$ cat config.mk
export PLATFORM = sky130hd
export DESIGN_NAME = fpu_seq_ctrl
export DESIGN_NICKNAME = d
export VERILOG_FILES = /design/src/rtl/fpu_seq_pkg.sv /design/src/rtl/fpu_seq_ser.sv /design/src/rtl/fpu_seq_ctrl.sv
export SDC_FILE = /design/constraint.sdc
export NUM_CORES = 1
export LEC_CHECK = 0
export ABC_AREA = 0
export CORE_ASPECT_RATIO = 0.5
export CORE_UTILIZATION = 40
export DETAILED_ROUTE_END_ITERATION = 6
export DONT_BUFFER_PORTS = 1
export GPL_TIMING_DRIVEN = 0
export PLACE_DENSITY = 0.66
export SYNTH_ARGS = -nofsm -noshare
export SYNTH_HDL_FRONTEND = slang
export SYNTH_SLANG_ARGS = --single-unit
$ cat constraint.sdc
create_clock -name clk -period 1.8 [get_ports clk]
set_clock_uncertainty 0.15 [all_clocks]
set_input_delay 0.09 -clock clk [delete_from_list [all_inputs] [get_ports clk]]
set_output_delay 0.09 -clock clk [all_outputs]
set_load 0.005 [all_outputs]
$ cat src/rtl/fpu_seq_pkg.sv
// Shared definitions for the FPU operand/result sequencer.
// Optional build macro: FPU_SEQ_STATUS_EN (appends a status byte to each result).
package fpu_seq_pkg;

   localparam int unsigned DEF_NUM_OPS     = 4;
   localparam int unsigned DEF_OP_W        = 32;
   localparam int unsigned DEF_FPU_LATENCY = 3;

   localparam int unsigned BYTES_IN = DEF_NUM_OPS * DEF_OP_W / 8;
`ifdef FPU_SEQ_STATUS_EN
   localparam int unsigned BYTES_OUT = DEF_OP_W / 8 + 1;
`else
   localparam int unsigned BYTES_OUT = DEF_OP_W / 8;
`endif

   // Bits needed for a counter that runs 0..n-1 (at least one bit).
   function automatic int unsigned cnt_w(input int unsigned n);
      return (n <= 1) ? 1 : $clog2(n);
   endfunction

   localparam int unsigned IN_CNT_W  = cnt_w(BYTES_IN);
   localparam int unsigned SEL_CNT_W = cnt_w(BYTES_OUT);
   localparam int unsigned LAT_CNT_W = cnt_w(DEF_FPU_LATENCY);

   typedef enum logic [1:0] {
      S_IDLE = 2'd0,
      S_LOAD = 2'd1,
      S_WAIT = 2'd2,
      S_SEND = 2'd3
   } state_t;

endpackage

$ cat src/rtl/fpu_seq_ser.sv
// Result register and byte serialiser with valid/ready output handshake.
// Optional build macro: FPU_SEQ_STATUS_EN (extra status byte after the result).
module fpu_seq_ser
   import fpu_seq_pkg::*;
#(
   parameter int unsigned OP_W = DEF_OP_W
) (
   input  logic            clk,
   input  logic            rst_n,
   input  logic            start,
   input  logic            clear,
   input  logic [OP_W-1:0] result,
`ifdef FPU_SEQ_STATUS_EN
   input  logic            overrun,
`endif
   input  logic            byte_out_ready,
   output logic [7:0]      byte_out,
   output logic            byte_out_valid,
   output logic            done
);

   localparam int unsigned RES_BYTES = OP_W / 8;
`ifdef FPU_SEQ_STATUS_EN
   localparam int unsigned N_OUT = RES_BYTES + 1;
`else
   localparam int unsigned N_OUT = RES_BYTES;
`endif
   localparam int unsigned SEL_W = cnt_w(N_OUT);

   logic [OP_W-1:0]  res_q;
   logic [SEL_W-1:0] sel_q;
   logic             active_q;
   logic             last;
   logic [OP_W-1:0]  res_shift;

   assign last           = (sel_q == SEL_W'(N_OUT - 1));
   assign done           = active_q && byte_out_ready && last;
   assign byte_out_valid = active_q;
   assign res_shift      = res_q >> {sel_q, 3'b000};

   // Capture the result on start, then step through its bytes on each accepted transfer.
   always_ff @(posedge clk or negedge rst_n) begin
      if (!rst_n) begin
         res_q    <= '0;
         sel_q    <= '0;
         active_q <= 1'b0;
      end else if (clear) begin
         sel_q    <= '0;
         active_q <= 1'b0;
      end else if (start) begin
         res_q    <= result;
         sel_q    <= '0;
         active_q <= 1'b1;
      end else if (active_q && byte_out_ready) begin
         if (last) begin
            sel_q    <= '0;
            active_q <= 1'b0;
         end else begin
            sel_q <= sel_q + 1'b1;
         end
      end
   end

   // Select the current output byte, LSB first; held constant while ready is low.
   always_comb begin
      byte_out = '0;
      if (active_q) begin
         byte_out = res_shift[7:0];
`ifdef FPU_SEQ_STATUS_EN
         if (sel_q == SEL_W'(RES_BYTES))
            byte_out = {6'b0, (res_q[OP_W-2 -: 8] == 8'hFF), overrun};
`endif
      end
   end

endmodule

$ cat src/rtl/fpu_seq_ctrl.sv
// Sequencer: byte-stream operand loader, FPU launch/latency timer, result serialiser.
// Optional build macro: FPU_SEQ_STATUS_EN (result followed by a status byte).
module fpu_seq_ctrl
   import fpu_seq_pkg::*;
#(
   parameter int unsigned NUM_OPS     = DEF_NUM_OPS,
   parameter int unsigned OP_W        = DEF_OP_W,
   parameter int unsigned FPU_LATENCY = DEF_FPU_LATENCY
) (
   input  logic                    clk,
   input  logic                    rst_n,
   input  logic [7:0]              byte_in,
   input  logic                    byte_in_valid,
   input  logic                    abort,
   output logic [NUM_OPS*OP_W-1:0] opnd_flat,
   output logic                    fpu_go,
   input  logic [OP_W-1:0]         fpu_result,
   output logic [7:0]              byte_out,
   output logic                    byte_out_valid,
   input  logic                    byte_out_ready,
   output logic                    busy,
   output logic                    overrun
);

   localparam int unsigned N_BITS = NUM_OPS * OP_W;
   localparam int unsigned N_IN   = N_BITS / 8;
   localparam int unsigned IN_W   = cnt_w(N_IN);
   localparam int unsigned LAT_W  = cnt_w(FPU_LATENCY);

   state_t           state_q, state_d;
   logic [IN_W-1:0]  in_cnt_q;
   logic [LAT_W-1:0] lat_cnt_q;
   logic             ser_start;
   logic             ser_done;
   logic             accepting;

   assign busy      = (state_q != S_IDLE);
   assign accepting = (state_q == S_IDLE) || (state_q == S_LOAD);

   // Next-state decode; abort overrides everything and suppresses launch/capture.
   always_comb begin
      state_d   = state_q;
      fpu_go    = 1'b0;
      ser_start = 1'b0;
      if (abort) begin
         state_d = S_IDLE;
      end else begin
         case (state_q)
            S_IDLE: if (byte_in_valid) state_d = (N_IN == 1) ? S_WAIT : S_LOAD;
            S_LOAD: if (byte_in_valid && in_cnt_q == IN_W'(N_IN - 1)) state_d = S_WAIT;
            S_WAIT: begin
               fpu_go = (lat_cnt_q == '0);
               if (lat_cnt_q == LAT_W'(FPU_LATENCY - 1)) begin
                  ser_start = 1'b1;
                  state_d   = S_SEND;
               end
            end
            S_SEND: if (ser_done) state_d = S_IDLE;
            default: state_d = S_IDLE;
         endcase
      end
   end

   // State register, operand shifter, byte/latency counters and sticky overrun flag.
   always_ff @(posedge clk or negedge rst_n) begin
      if (!rst_n) begin
         state_q   <= S_IDLE;
         in_cnt_q  <= '0;
         lat_cnt_q <= '0;
         opnd_flat <= '0;
         overrun   <= 1'b0;
      end else begin
         state_q <= state_d;
         if (abort) begin
            in_cnt_q  <= '0;
            lat_cnt_q <= '0;
         end else begin
            if (byte_in_valid && accepting) begin
               opnd_flat <= {opnd_flat[N_BITS-9:0], byte_in};
               in_cnt_q  <= (state_d == S_LOAD) ? in_cnt_q + 1'b1 : '0;
            end
            if (byte_in_valid && !accepting)
               overrun <= 1'b1;
            lat_cnt_q <= (state_q == S_WAIT && state_d == S_WAIT) ? lat_cnt_q + 1'b1 : '0;
         end
      end
   end

   fpu_seq_ser #(
      .OP_W (OP_W)
   ) u_ser (
      .clk            (clk),
      .rst_n          (rst_n),
      .start          (ser_start),
      .clear          (abort),
      .result         (fpu_result),
`ifdef FPU_SEQ_STATUS_EN
      .overrun        (overrun),
`endif
      .byte_out_ready (byte_out_ready),
      .byte_out       (byte_out),
      .byte_out_valid (byte_out_valid),
      .done           (ser_done)
   );

endmodule
# After elaboration in Yosys (flattened, before gate mapping)

Cells that the tools add are included.

Input port bits: 45
Output and inout bits: 140
Flip-flop bits (word level): 172
Word-level logic and storage cells: 64

Reductions and logical operators: 18
Add/sub/neg operators: 3
Shift operators: 1
Equal/unequal tests: 8
Bitwise gates (word level): 1
Muxes and demuxes: 25

Operators with widths:

| kind                | count |
|---|---|
| $shr 32x5->8        | 1 |
| $mux 2              | 11 |
| $mux 4              | 3 |
| $eq 2x2->1 const B  | 5 |
| $mux 1              | 9 |
| $mux 8              | 1 |
| $pmux 2 s4          | 1 |
| $reduce_and 2->1    | 4 |
| $logic_and 1x1->1   | 6 |
| $reduce_bool 3->1   | 2 |
| $add 2x1->2 const B | 2 |
| $add 4x1->4 const B | 1 |
| $eq 2x1->1 const B  | 2 |
| $eq 4x4->1 const B  | 1 |
| $logic_not 2->1     | 2 |
| $reduce_bool 2->1   | 2 |
| $logic_not 1->1     | 1 |
| $logic_or 1x1->1    | 1 |
| $not 1->1           | 1 |

# Logic depth before layout (Yosys ltp)

Gate-level depths: netlist of the first run.

Depth in word-level cells: 9
Depth in mapped cells: 7
Gate-level depth less buffers: 5

# Cells and area by module

From an unflattened synthesis of the first run, not the netlist that was laid out.

Cell total of the unflattened synthesis: 432
Area total of the unflattened synthesis: 7526.0 sq um

Modules (own cells, without submodules):

| module       | area each (sq um) | times used | cells each |
|---|---|---|---|
| fpu_seq_ctrl | 5801.8            | 1          | 320 |
| fpu_seq_ser  | 1724.2            | 1          | 112 |

# Worst setup path before layout of the first run

OpenSTA, ideal clock, no wires.

Kind: register to register
Start point: reg lat_cnt_q[0]
End point: reg u_ser.res_q[10]
Path slack: 0.057 ns
Cell stages (with the launch flop): 8
Data arrival time: 1.468 ns
Period minus slack after synthesis: 1.743 ns
Buffers on the path: 2
Library setup time: 0.125 ns
Cells stage by stage: dfrtp_1 inv_1 ha_1 and3b_2 nor2b_4 buf_6 buf_12 mux2_4

Word-level cells in the longest chain between the ends: 5

Ends and longest elaborated chain:

| element                    | line               | text |
|---|---|---|
| start: declaration         | fpu_seq_ctrl.sv:32 | `logic [LAT_W-1:0] lat_cnt_q;` |
| start signal: assignment   | fpu_seq_ctrl.sv:84 | `lat_cnt_q <= (state_q == S_WAIT && state_d == S_WAIT) ? lat_cnt_q + 1'b1 : '0;` |
| $eq 2x2->1                 | fpu_seq_ctrl.sv:53 | `if (lat_cnt_q == LAT_W'(FPU_LATENCY - 1)) begin` |
| $mux 1                     | fpu_seq_ctrl.sv:53 |  |
| $mux 1                     | fpu_seq_ctrl.sv:48 | `case (state_q)` |
| $mux 1                     | fpu_seq_ctrl.sv:45 | `if (abort) begin` |
| $reduce_and 2->1 (no line) | n/a                |  |
| end signal: assignment     | fpu_seq_ser.sv:51  | `res_q <= result;` |
| end: declaration           | fpu_seq_ser.sv:30  | `logic [OP_W-1:0] res_q;` |

No other way between the ends.
A chain may end at the register's enable or synchronous reset.

# Final worst setup path of the first run

Start point: reg u_ser.sel_q[0]
End point: out byte_out[6]

Word-level cells in the longest chain between the ends: 2

Ends and longest elaborated chain:

| element                  | line               | text |
|---|---|---|
| start: declaration       | fpu_seq_ser.sv:31  | `logic [SEL_W-1:0] sel_q;` |
| start signal: assignment | fpu_seq_ser.sv:59  | `sel_q <= sel_q + 1'b1;` |
| $shr 32x5->8             | fpu_seq_ser.sv:39  | `assign res_shift = res_q >> {sel_q, 3'b000};` |
| $mux 8                   | fpu_seq_ser.sv:67  | `if (active_q) begin` |
| end: declaration         | fpu_seq_ctrl.sv:18 | `output logic [7:0] byte_out,` |

No other way between the ends.

==> results of run 1 <==
## synthesized netlist by cell type (all sizes together) (2+ instances only)
library cell / instances
mux4: 8
ha: 4
mux2: 160
dfrtp: 172
clkbuf: 3
nor3: 2
buf: 19
and3: 2
nor2b: 2
inv: 3
mux2i: 2
nand2: 4
nand3b: 4
nand3: 2
and2: 8
nor2: 7
or3: 2
o21ai: 3
## cell families (layout without fill, tap and decap cells)
group / Yosys count / after routing / synth area share (%)
DFF: 172 / 172 / 61.4
xor gates and xnor gates: 1 / 1 / 0.125
muxes: 170 / 170 / 30.2
and+or+nand+nor: 38 / 38 / 3.29
adders and majority gates: 4 / 4 / 0.714
AOI/OAI and AO/OA: 9 / 9 / 0.839
buffers and inverters: 25 / 132 / 3.45
## sequential cells by signal (all words and copies together) (netlist names)
signal	cells
u_ser.res_q	32
overrun	1
in_cnt_q	4
lat_cnt_q	2
opnd_flat	128
u_ser.byte_out_valid	1
state_q	2
u_ser.sel_q	2
## through the flow
step	hold WS, ps	setup TNS (ps)	util, %	instance area, sq um	worst slack (ps)
6_report	-787	-2140	55.9	9380	-111
2_1_floorplan	-356	0	-	7010	57.3
3_5_place_dp	-351	-30380	43.5	7290	-261
4_1_cts	-809	-2300	51.2	8580	-136
5_1_grt	-811	-4600	55.9	9380	-151
3_3_place_gp	-352	-24610	43.5	7290	-208
## power breakdown
group / internal (uW) / switching (uW)
registers: 5080 / 1430
logic: 1460 / 455
clock network: 2100 / 1720
total: 8640 / 3600
## layout by cell type (no fill, tap or decap), types with 2 or more instances in the layout
| cell | netlist | layout |
|---|---|---|
| dfrtp_1 | 172 | 170 |
| mux2_4 | 30 | 100 |
| mux2_2 | 130 | 60 |
| dlygate4sd3_1 | 0 | 44 |
| clkbuf_16 | 0 | 30 |
| buf_12 | 3 | 20 |
| buf_4 | 4 | 9 |
| mux4_2 | 8 | 8 |
| and2_4 | 0 | 8 |
| nor2_1 | 7 | 6 |
| clkinvlp_4 | 0 | 5 |
| nand2_1 | 4 | 4 |
| nand3b_1 | 4 | 4 |
| inv_8 | 0 | 4 |
| o21ai_0 | 3 | 3 |
| buf_8 | 0 | 3 |
| ha_1 | 4 | 3 |
| buf_16 | 0 | 3 |
| clkbuf_1 | 3 | 2 |
| inv_1 | 3 | 2 |
| nand3_1 | 2 | 2 |
| and3_1 | 2 | 2 |
| buf_6 | 11 | 2 |
| or3_1 | 2 | 2 |
| mux2i_1 | 2 | 2 |
| nor3_1 | 2 | 2 |
| bufinv_16 | 0 | 2 |
| inv_6 | 0 | 2 |
| dfrtp_2 | 0 | 2 |
## final cells by class
class | instances | area, sq um
timing repair buffer | 76 | 1040
multi-input combinational | 222 | 2770
inverter | 3 | 11.3
buffer | 21 | 354
fill | 1337 | 7390
clock inverter | 15 | 181
clock buffer | 17 | 425
sequential | 172 | 4310
tap | 227 | 284
## timing repair
action | CTS | global route
gates resized for setup | 27 | 99
pin swaps | 0 | 3
endpoints found under the hold margin | 232 | 172
buffers inserted | 6 | 9
cloned | 3 | 14
endpoints found under the setup margin | 166 | 160
## per-layer routing
| metal | GRT usage [%] | share of wire (%) | vias up |
|---|---|---|---|
| li1 | - | - | 1694 |
| met1 | 21.1 | 44 | 2076 |
| met2 | 29.7 | 49 | 90 |
| met3 | 5.59 | 5.3 | 13 |
| met4 | 5.44 | 0.81 | 0 |
| met5 | 0 | 0 | - |
## worst reg2reg max path, cell delays in order, from the launching register on
cell	delay [ps]
dfrtp_1	370
inv_2	70
ha_4	130
and3b_2	190
nor2b_4	160
buf_12	150
buf_12	130
buf_16	120
mux2_4	290
## final timing paths
check	end	slack, ps	cells past startpoint
worst max register to register	u_ser.res_q[5]	-80	8
worst min-delay path	opnd_flat[14]	-790	0
worst max-delay path	byte_out[6]	-110	3
min in group clk	u_ser.res_q[1]	30	4
max in group asynchronous	state_q[1]	2050	0
worst min register to register	u_ser.res_q[23]	360	1
==> summary.md, run 1 <==
| Metric | Value |
|---|---|
| Count of input and output buffers | 0 |
| CTS Buf Count | 17 |
| Global-route wire length before repair | 23.5 mm |
| Leading register cell type out of synthesis | dfrtp_1 |
| Worst path slowest cell | mux4_2 |
| Count of maximum capacitance violations | 0 |
| Transition at the pin with the smallest max-transition slack | 569 ps |
| DR DRC count | 0 |
| DR WL/cell | 22.3 microns |
| Vertical die dimension | 95.6 microns |
| FF-to-FF Start | lat_cnt_q[0] |
| Final net count | 562 |
| Synth area leader | dfrtp_1 |
| Avg Inst Size Synth | 16.7 sq um |
| I/O pin total | 185 |
| Floorplan row count | 33 |
| Via count of the first global-routing pass | 4022 |
| Cell Area, Synth | 7010 sq um |
| Tightest Hold Check Type | in2async |
| Number of different library cells in the post-synthesis netlist | 35 |
| Run status | finished with violations |
| DR vias | 3873 |
| Crit-path leading delay family | multiplexers |
| Mapped Nets | 468 |
| Slowest Stage Delay on Critical Path | 510 ps |
| Top cells by area, synth | dfrtp_1 61%, mux2_2 21%, mux2_4 6.4%, mux4_2 2.6%, buf_6 1.8% |
| Core area | 16800 sq um |
| Cell at the root of the clock tree | clkbuf_16 |
| List of cells traversed by the critical path | buf_12, mux4_2, and2_4 |
| DRT antenna net count | 0 |
| Post-cts hold buffer count | 44 |
| Kind of launch point of the worst setup path | flop |
| Final period utilization | 106% |
| Violations in the final reports | negative hold slack, negative setup slack |
| Total routed wirelength | 16.8 mm |
| Cell total after placement | 646 |
| Clk sink count | 172 |
| Initial antenna violation count | 0 |
| Tot GR Track Use | 17.4% |
| Max Freq | 523 MHz |
| Max Slew Vio Count | 0 |
| DRT iter0 DRCs | 147 |
| Worst hold slack after final layout | -787 ps |
| Area fraction of the dominant cell type after synthesis | 61.4% |
| Critical-path maximum fanout | 5 |
| Placer's final routability congestion estimate | 0.754 |
| Post-layout power | 12200 uW |
| Number of standard cells after synthesis | 419 |
| Ant. Diodes | 0 |
| Deepest clock path buffer count | 2 |
| Total congestion overflow | 0 |
| Starting utilization of the core area | 41.8% |
| Buffering stage count on the worst path with inverters included | 1 |
| Crit path launch | u_ser.sel_q[0] |
| Number of H-tree levels | 4 |
| Number of hold violations in the final report | 172 |
| Post-synth EDFFs | 0 |
| Pre-Repair DR Iteration Count | 4 |
| Worst-path clk slew | 70 ps |
| Share of synthesized area occupied by flip-flops and latches | 61.4% |
| Type of the setup path with the least slack | reg2out |
| Pwr per Cell Area | 1310 nW/um^2 |
| Synth-to-layout area growth | 33.8% |
| Clock latency on the worst-skew pair | 420 ps |
| Max_slew headroom | 62.1% |
| Unrepaired setup endpoints after global routing | yes |
| Async set-or-reset flop fraction in the synthesized netlist | 100% |
| Leak Pwr | 0.00429 uW |
| Data arrival at the endpoint of the critical path | 1670 ps |
| Total of endpoints with negative setup slack in the final report | 28 |
| Number of standard cells in the layout, taps in and fillers out | 753 |
| Worst Slack Setup Final | -111 ps |
| Clock period minus worst slack | 1910 ps |
| Peak ir drop on the vdd network | 0.803 mV |
| Endpoint kind of the worst setup timing path | primary output |
| Total die area | 18100 sq um |
| Routed vias/inst | 5.14 |
| Post-detail-place hpwl | 9.90 mm |
| Share of layout cells above drive strength 1 | 51.1% |
| Largest net degree at the start of global routing | 173 |
| Floorplan die width | 189 microns |
| CTS tree | done |
| Required time of the critical path | 1560 ps |
| Yosys warning count | 0 |
| Post-synthesis register bit count | 172 |
No activity file was read; power rests on OpenSTA's default activity.
==> run 2, diff against run 1 <==
- GPL_TIMING_DRIVEN: 0 -> not set
==> run 2 against run 1 <==
  * Fmax grew 1.0%
  * Register-to-register slack gained 100 ps
  * Largest cell class unchanged
  * Utilization shrank 5.4 points
  * Via count shrank 6.3%
  * Non-clock buffer count shrank 31
  * Sequential cell count is the same
  * Design area shrank 9.6%
  * Worst setup slack gained 19 ps
  * The flow still finishes with violations (negative hold slack, negative setup slack)
  * Global-route usage shrank 1.5 points
==> summary.md, run 2 (synthesized netlist as in run 1, its figures left out) <==
| Metric | Value |
|---|---|
| Max FFs per register | 128 (unchanged) |
| Global-route wire length before repair | 21.7 mm (was 23.5 mm) |
| Floorplan row count | 33 (unchanged) |
| Pwr per Cell Area | 1360 nW/um^2 (was 1310 nW/um^2) |
| Peak ir drop on the vdd network | 0.618 mV (was 0.803 mV) |
| Clk sink count | 172 (unchanged) |
| CTS tree | done (unchanged) |
| CTS Buf Count | 17 (unchanged) |
| Type of the setup path with the least slack | reg2out (unchanged) |
| Worst Slack Setup Final | -92.1 ps (was -111 ps) |
| Max_slew headroom | 62.6% (was 62.1%) |
| Cell count of the worst reg-to-reg path | 6 (was 8) |
| Clock latency on the worst-skew pair | 420 ps (about the same) |
| Unrepaired setup endpoints after global routing | yes (unchanged) |
| Deepest clock path buffer count | 2 (unchanged) |
| Kind of launch point of the worst setup path | flop (unchanged) |
| Routed vias/inst | 5.03 (was 5.14) |
| Post-route cell area | 8470 sq um (was 9380 sq um) |
| Share of layout cells above drive strength 1 | 48.7% (was 51.1%) |
| Max Freq | 529 MHz (was 523 MHz) |
| DRT iter0 DRCs | 91 (was 147) |
| Final net count | 531 (was 562) |
| Total routed wirelength | 14.0 mm (was 16.8 mm) |
| Max Slew Vio Count | 0 (unchanged) |
| Run status | finished with violations (unchanged) |
| Largest net degree at the start of global routing | 173 (unchanged) |
| Initial antenna violation count | 0 (unchanged) |
| Data arrival at the endpoint of the critical path | 1650 ps (was 1670 ps) |
| FF-to-FF Start | lat_cnt_q[1] (was lat_cnt_q[0]) |
| Leak Pwr | 0.00381 uW (was 0.00429 uW) |
| Placer's final routability congestion estimate | 0.724 (was 0.754) |
| Starting utilization of the core area | 41.8% (unchanged) |
| Tot GR Track Use | 15.9% (was 17.4%) |
| Tightest Hold Check Type | in2async (unchanged) |
| Total die area | 18100 sq um (unchanged) |
| Core area | 16800 sq um (unchanged) |
| DR WL/cell | 19.5 microns (was 22.3 microns) |
| Total of endpoints with negative setup slack in the final report | 8 (was 28) |
| Synth-to-layout area growth | 20.9% (was 33.8%) |
| Count of input and output buffers | 0 (unchanged) |
| Final period utilization | 105% (was 106%) |
| Count of maximum capacitance violations | 0 (unchanged) |
| Critical-path maximum fanout | 7 (was 5) |
| Top register by number of flip-flops | opnd_flat (unchanged) |
| Most frequent cells in the layout | 170 x dfrtp_1, 129 x mux2_2, 43 x dlygate4sd3_1, 31 x mux2_4, 19 x clkbuf_16 (was 170 x dfrtp_1, 100 x mux2_4, 60 x mux2_2, 44 x dlygate4sd3_1, 30 x clkbuf_16) |
| Capture instance of the worst register-to-register path | u_ser.res_q[2] (was u_ser.res_q[5]) |
| Number of H-tree levels | 4 (unchanged) |
| Endpoint kind of the worst setup timing path | primary output (unchanged) |
| Worst-path clk slew | 70 ps (about the same) |
| Floorplan die width | 189 microns (unchanged) |
| Post-detail-place hpwl | 8.95 mm (was 9.90 mm) |
| Via count of the first global-routing pass | 3833 (was 4022) |
| Top Registers | opnd_flat x128, u_ser.res_q x32, in_cnt_q x4 (unchanged) |
| Vertical die dimension | 95.6 microns (unchanged) |
| Clock period minus worst slack | 1890 ps (was 1910 ps) |
| Fill cells | 1408 (was 1337) |
| Pre-Repair DR Iteration Count | 4 (unchanged) |
| Number of hold violations in the final report | 172 (unchanged) |
| I/O pin total | 185 (unchanged) |
| Most frequent standard cell in the layout excluding fill and tap cells | dfrtp_1 (unchanged) |
| Required time of the critical path | 1560 ps (about the same) |
| Placed standard-cell area | 7260 sq um (was 7290 sq um) |
| Violations in the final reports | negative hold slack, negative setup slack (unchanged) |
| Transition at the pin with the smallest max-transition slack | 559 ps (was 569 ps) |
| DR DRC count | 0 (unchanged) |
| R2R setup slack | 20 ps (was -80 ps) |
| Total congestion overflow | 0 (unchanged) |
| Post-cts hold buffer count | 43 (was 44) |
| Cell at the root of the clock tree | clkbuf_16 (unchanged) |
| Worst hold slack after final layout | -788 ps (was -787 ps) |
| DR vias | 3630 (was 3873) |
| Ant. Diodes | 0 (unchanged) |
| DRT antenna net count | 0 (unchanged) |
-- run 2: cell types whose count changed in the layout (fill, tap and decap cells not counted), sizes merged --
cell,delta
inv,+1
clkinv,+3
dlygate4sd3,-1
clkbuf,-13
bufinv,-1
clkinvlp,-4
buf,-16
-- run 2: worst max-delay path by stage --
stage	slack [ps]	from	cells past startpoint	endpoint
floorplan	60	lat_cnt_q[0]	7	u_ser.res_q[10]
global placement	10	lat_cnt_q[0]	6	u_ser.res_q[1]
detailed placement	6	lat_cnt_q[0]	6	u_ser.res_q[1]
CTS	-120	u_ser.sel_q[0]	3	byte_out[3]
global route	-150	u_ser.sel_q[0]	3	byte_out[3]
finish	-90	u_ser.sel_q[0]	3	byte_out[3]
-- run 2: power by group --
group	internal, uW	switching (uW)
Sequential	5080	1340
Clock	2030	1710
Combinational	1030	368
Total	8140	3420
-- run 2: critical path, stage by stage, from the launching register on --
cell	delay (ps)
dfrtp_1	360
buf_6	170
mux4_2	520
and2_4	180
-- run 2: final cells by class --
| type | count | area [sq um] | share of cell area [%] |
|---|---|---|---|
| timing repair buffer | 66 | 752 | 8.87 |
| tap | 227 | 284 | 3.35 |
| clock buffer | 18 | 439 | 5.18 |
| clock inverter | 14 | 170 | 2.01 |
| multi-input combinational | 222 | 2510 | 29.6 |
| inverter | 3 | 11.3 | 0.133 |
| sequential | 172 | 4310 | 50.8 |
-- run 2: metrics by stage --
| step | power (uW) | setup TNS, ps | setup WS, ps | util (%) | instances |
|---|---|---|---|---|---|
| after floorplan | 7190 | 0 | 57.3 | - | 419 |
| after global placement | 7780 | 0 | 14.0 | 43.3 | 641 |
| after detailed placement | 7870 | 0 | 5.59 | 43.3 | 641 |
| after CTS | 11700 | -1080 | -122 | 49.8 | 717 |
| after global routing | 12200 | -1180 | -155 | 50.6 | 722 |
| final | 11600 | -572 | -92.1 | 50.6 | 722 |
-- run 2: timing repair --
action | 4_1_cts | 5_1_grt
gates resized for setup | 11 | 9
endpoints found under the hold margin | 225 | 172
cloned | 1 | 2
setup buffers | 0 | 3
pin swaps | 0 | 2
endpoints found under the setup margin | 9 | 150
-- run 2: layer usage --
metal	wire, microns	GRT usage, %	part of all wire [%]	vias to the layer above
li1	-	-	-	1634
met4	95	5.11	0.68	0
met3	942	6.26	6.7	6
met5	0	0	0	-
met1	6000	19.2	43	1907
met2	7010	26.3	50	83
==> run 3, diff against run 2 <==
- PLACE_DENSITY: 0.66 -> not set
==> run 3 against run 2 <==
  * The flow still finishes with violations (negative hold slack, negative setup slack)
  * Hold slack lost 8.0 ps
  * Combinational power grew 21%
  * Non-clock buffer count grew 20
  * Register-to-register slack lost 20 ps
  * Cell count grew 2.8%
  * Count of clock-buffer cells in the layout is the same
  * Utilization grew 2.7 points
  * Die area is the same
  * First-iteration DRC count grew 56%
  * Worst setup slack gained 37 ps
  * Largest power group unchanged
==> summary.md, run 3 (synthesized netlist as in run 1, its figures left out) <==
| Metric | Value |
|---|---|
| Most frequent cells in the layout | 171 x dfrtp_1, 94 x mux2_2, 66 x mux2_4, 47 x dlygate4sd3_1, 26 x clkbuf_16 (was 170 x dfrtp_1, 129 x mux2_2, 43 x dlygate4sd3_1, 31 x mux2_4, 19 x clkbuf_16) |
| CTS tree | done (unchanged) |
| Type of the setup path with the least slack | reg2out (unchanged) |
| Endpoint kind of the worst setup timing path | primary output (unchanged) |
| Vertical die dimension | 95.6 microns (unchanged) |
| Synth-to-layout area growth | 27.4% (was 20.9%) |
| Total congestion overflow | 0 (unchanged) |
| Routed met1 length | 6.59 mm (was 6.00 mm) |
| DR vias | 3724 (was 3630) |
| Count of input and output buffers | 0 (unchanged) |
| Deepest clock path buffer count | 2 (unchanged) |
| Worst-path clk slew | 70 ps (about the same) |
| Post-detail-place hpwl | 8.58 mm (was 8.95 mm) |
| Final net count | 551 (was 531) |
| Floorplan row count | 33 (unchanged) |
| Length of routed met2 wiring | 6.64 mm (was 7.01 mm) |
| Tot GR Track Use | 15.5% (was 15.9%) |
| Floorplan die width | 189 microns (unchanged) |
| Max_slew headroom | 65.4% (was 62.6%) |
| Post-layout power | 11700 uW (was 11600 uW) |
| Worst Slack Setup Final | -55.0 ps (was -92.1 ps) |
| Amount of wire on met3 after detailed routing | 1.12 mm (was 942 microns) |
| DR DRC count | 0 (unchanged) |
| Top register by number of flip-flops | opnd_flat (unchanged) |
| I/O pin total | 185 (unchanged) |
| Pre-Repair DR Iteration Count | 4 (unchanged) |
| Initial antenna violation count | 0 (unchanged) |
| Run status | finished with violations (unchanged) |
| Peak ir drop on the vdd network | 0.722 mV (was 0.618 mV) |
| Via count of the first global-routing pass | 3766 (was 3833) |
| Tightest Hold Check Type | in2async (unchanged) |
| Critical-path maximum fanout | 5 (was 7) |
| Clock period minus worst slack | 1860 ps (was 1890 ps) |
| Kind of launch point of the worst setup path | flop (unchanged) |
| Transition at the pin with the smallest max-transition slack | 518 ps (was 559 ps) |
| Placer's final routability congestion estimate | 0.747 (was 0.724) |
| Unrepaired setup endpoints after global routing | yes (unchanged) |
| Max FFs per register | 128 (unchanged) |
| CTS Buf Count | 17 (unchanged) |
| Top Layer Used | met4 (unchanged) |
| Worst hold slack after final layout | -796 ps (was -788 ps) |
| Starting utilization of the core area | 41.8% (unchanged) |
| Leak Pwr | 0.00408 uW (was 0.00381 uW) |
| Fill cells | 1381 (was 1408) |
| Total die area | 18100 sq um (unchanged) |
| Number of hold violations in the final report | 172 (unchanged) |
| Total routed wirelength | 14.5 mm (was 14.0 mm) |
| Count of maximum capacitance violations | 0 (unchanged) |
| Max Slew Vio Count | 0 (unchanged) |
| Required time of the critical path | 1560 ps (about the same) |
| Ant. Diodes | 0 (unchanged) |
| Most frequent standard cell in the layout excluding fill and tap cells | dfrtp_1 (unchanged) |
| Max Freq | 539 MHz (was 529 MHz) |
| DRT iter0 DRCs | 142 (was 91) |
| Pwr per Cell Area | 1310 nW/um^2 (was 1360 nW/um^2) |
| Share of layout cells above drive strength 1 | 49.9% (was 48.7%) |
| Sum of negative setup slack | -349 ps (was -572 ps) |
| Data arrival at the endpoint of the critical path | 1620 ps (was 1650 ps) |
| DRT antenna net count | 0 (unchanged) |
| Final period utilization | 103% (was 105%) |
| Routed vias/inst | 5.02 (was 5.03) |
| Global-route wire length before repair | 21.2 mm (was 21.7 mm) |
| Clk sink count | 172 (unchanged) |
| Total of endpoints with negative setup slack in the final report | 8 (unchanged) |
| Violations in the final reports | negative hold slack, negative setup slack (unchanged) |
| Largest net degree at the start of global routing | 173 (unchanged) |
| Number of H-tree levels | 4 (unchanged) |
| Clock latency on the worst-skew pair | 430 ps (was 420 ps) |
| Cell at the root of the clock tree | clkbuf_16 (unchanged) |
| Core area | 16800 sq um (unchanged) |
| Top Registers | opnd_flat x128, u_ser.res_q x32, in_cnt_q x4 (unchanged) |
| DR WL/cell | 19.6 microns (was 19.5 microns) |
run 3: cell types whose count changed in the layout (fill, tap and decap cells not counted), moves of 2 or more:
cell / delta
inv_6: +3
dlygate4sd3_1: +4
mux2_4: +35
buf_12: +2
mux2_2: -35
clkbuf_16: +7
buf_6: +5
run 3: final timing paths:
check / from / end / slack [ps] / depth (start not counted)
max: u_ser.sel_q[0] / byte_out[6] / -60 / 3
min: rst_n / opnd_flat[12] / -800 / 0
max reg2reg: state_q[1] / opnd_flat[58] / 0 / 6
min reg2reg: u_ser.res_q[17] / u_ser.res_q[17] / 360 / 1
max in group asynchronous: rst_n / state_q[1] / 1870 / 0
min in group clk: abort / opnd_flat[102] / 70 / 4
run 3: through the flow:
step | instances | setup slack (ps) | utilization (%) | hold WS, ps | instance area (sq um)
final | 742 | -55.0 | 53.3 | -796 | 8930
after floorplan | 419 | 57.3 | - | -356 | 7010
after global routing | 742 | -127 | 53.3 | -825 | 8930
after detailed placement | 643 | 2.10 | 43.7 | -353 | 7320
after global placement | 643 | 33.1 | 43.7 | -353 | 7320
after CTS | 723 | -90.0 | 50.3 | -819 | 8440
run 3: where the power goes:
| part | switching (uW) | leakage [uW] | internal (uW) |
|---|---|---|---|
| clock | 1720 | 0.000289 | 1890 |
| sequential | 1350 | 0.00220 | 5080 |
| combinational | 402 | 0.00159 | 1290 |
run 3: critical path, stage by stage, from the launching register on:
cell,delay [ps]
dfrtp_1,370
buf_6,150
mux4_2,500
and2_4,170
run 3: final cells by class:
cell class	count	area, sq um	share of cell area (%)
Sequential cell	172	4310	48.2
Multi-Input combinational cell	222	2650	29.6
Timing Repair Buffer	86	1100	12.3
Clock buffer	18	439	4.92
Tap cell	227	284	3.18
Clock inverter	14	144	1.61
Inverter	3	11.3	0.126
run 3: what timing repair did:
action                                 in CTS  in global routing
resized for setup                          10                 48
endpoints found under the hold margin     230                202
hold buffers                               46                  1
setup buffers                               1                  7
pin swaps                                   0                  4
cloned                                      1                 12
setup endpoints to repair                  10                 94
run 3: routing by layer:
layer | vias up | GRT usage (%)
li1 | 1674 | -
met1 | 1934 | 19.3
met2 | 100 | 24.0
met3 | 16 | 6.70
met4 | 0 | 6.18
met5 | - | 0
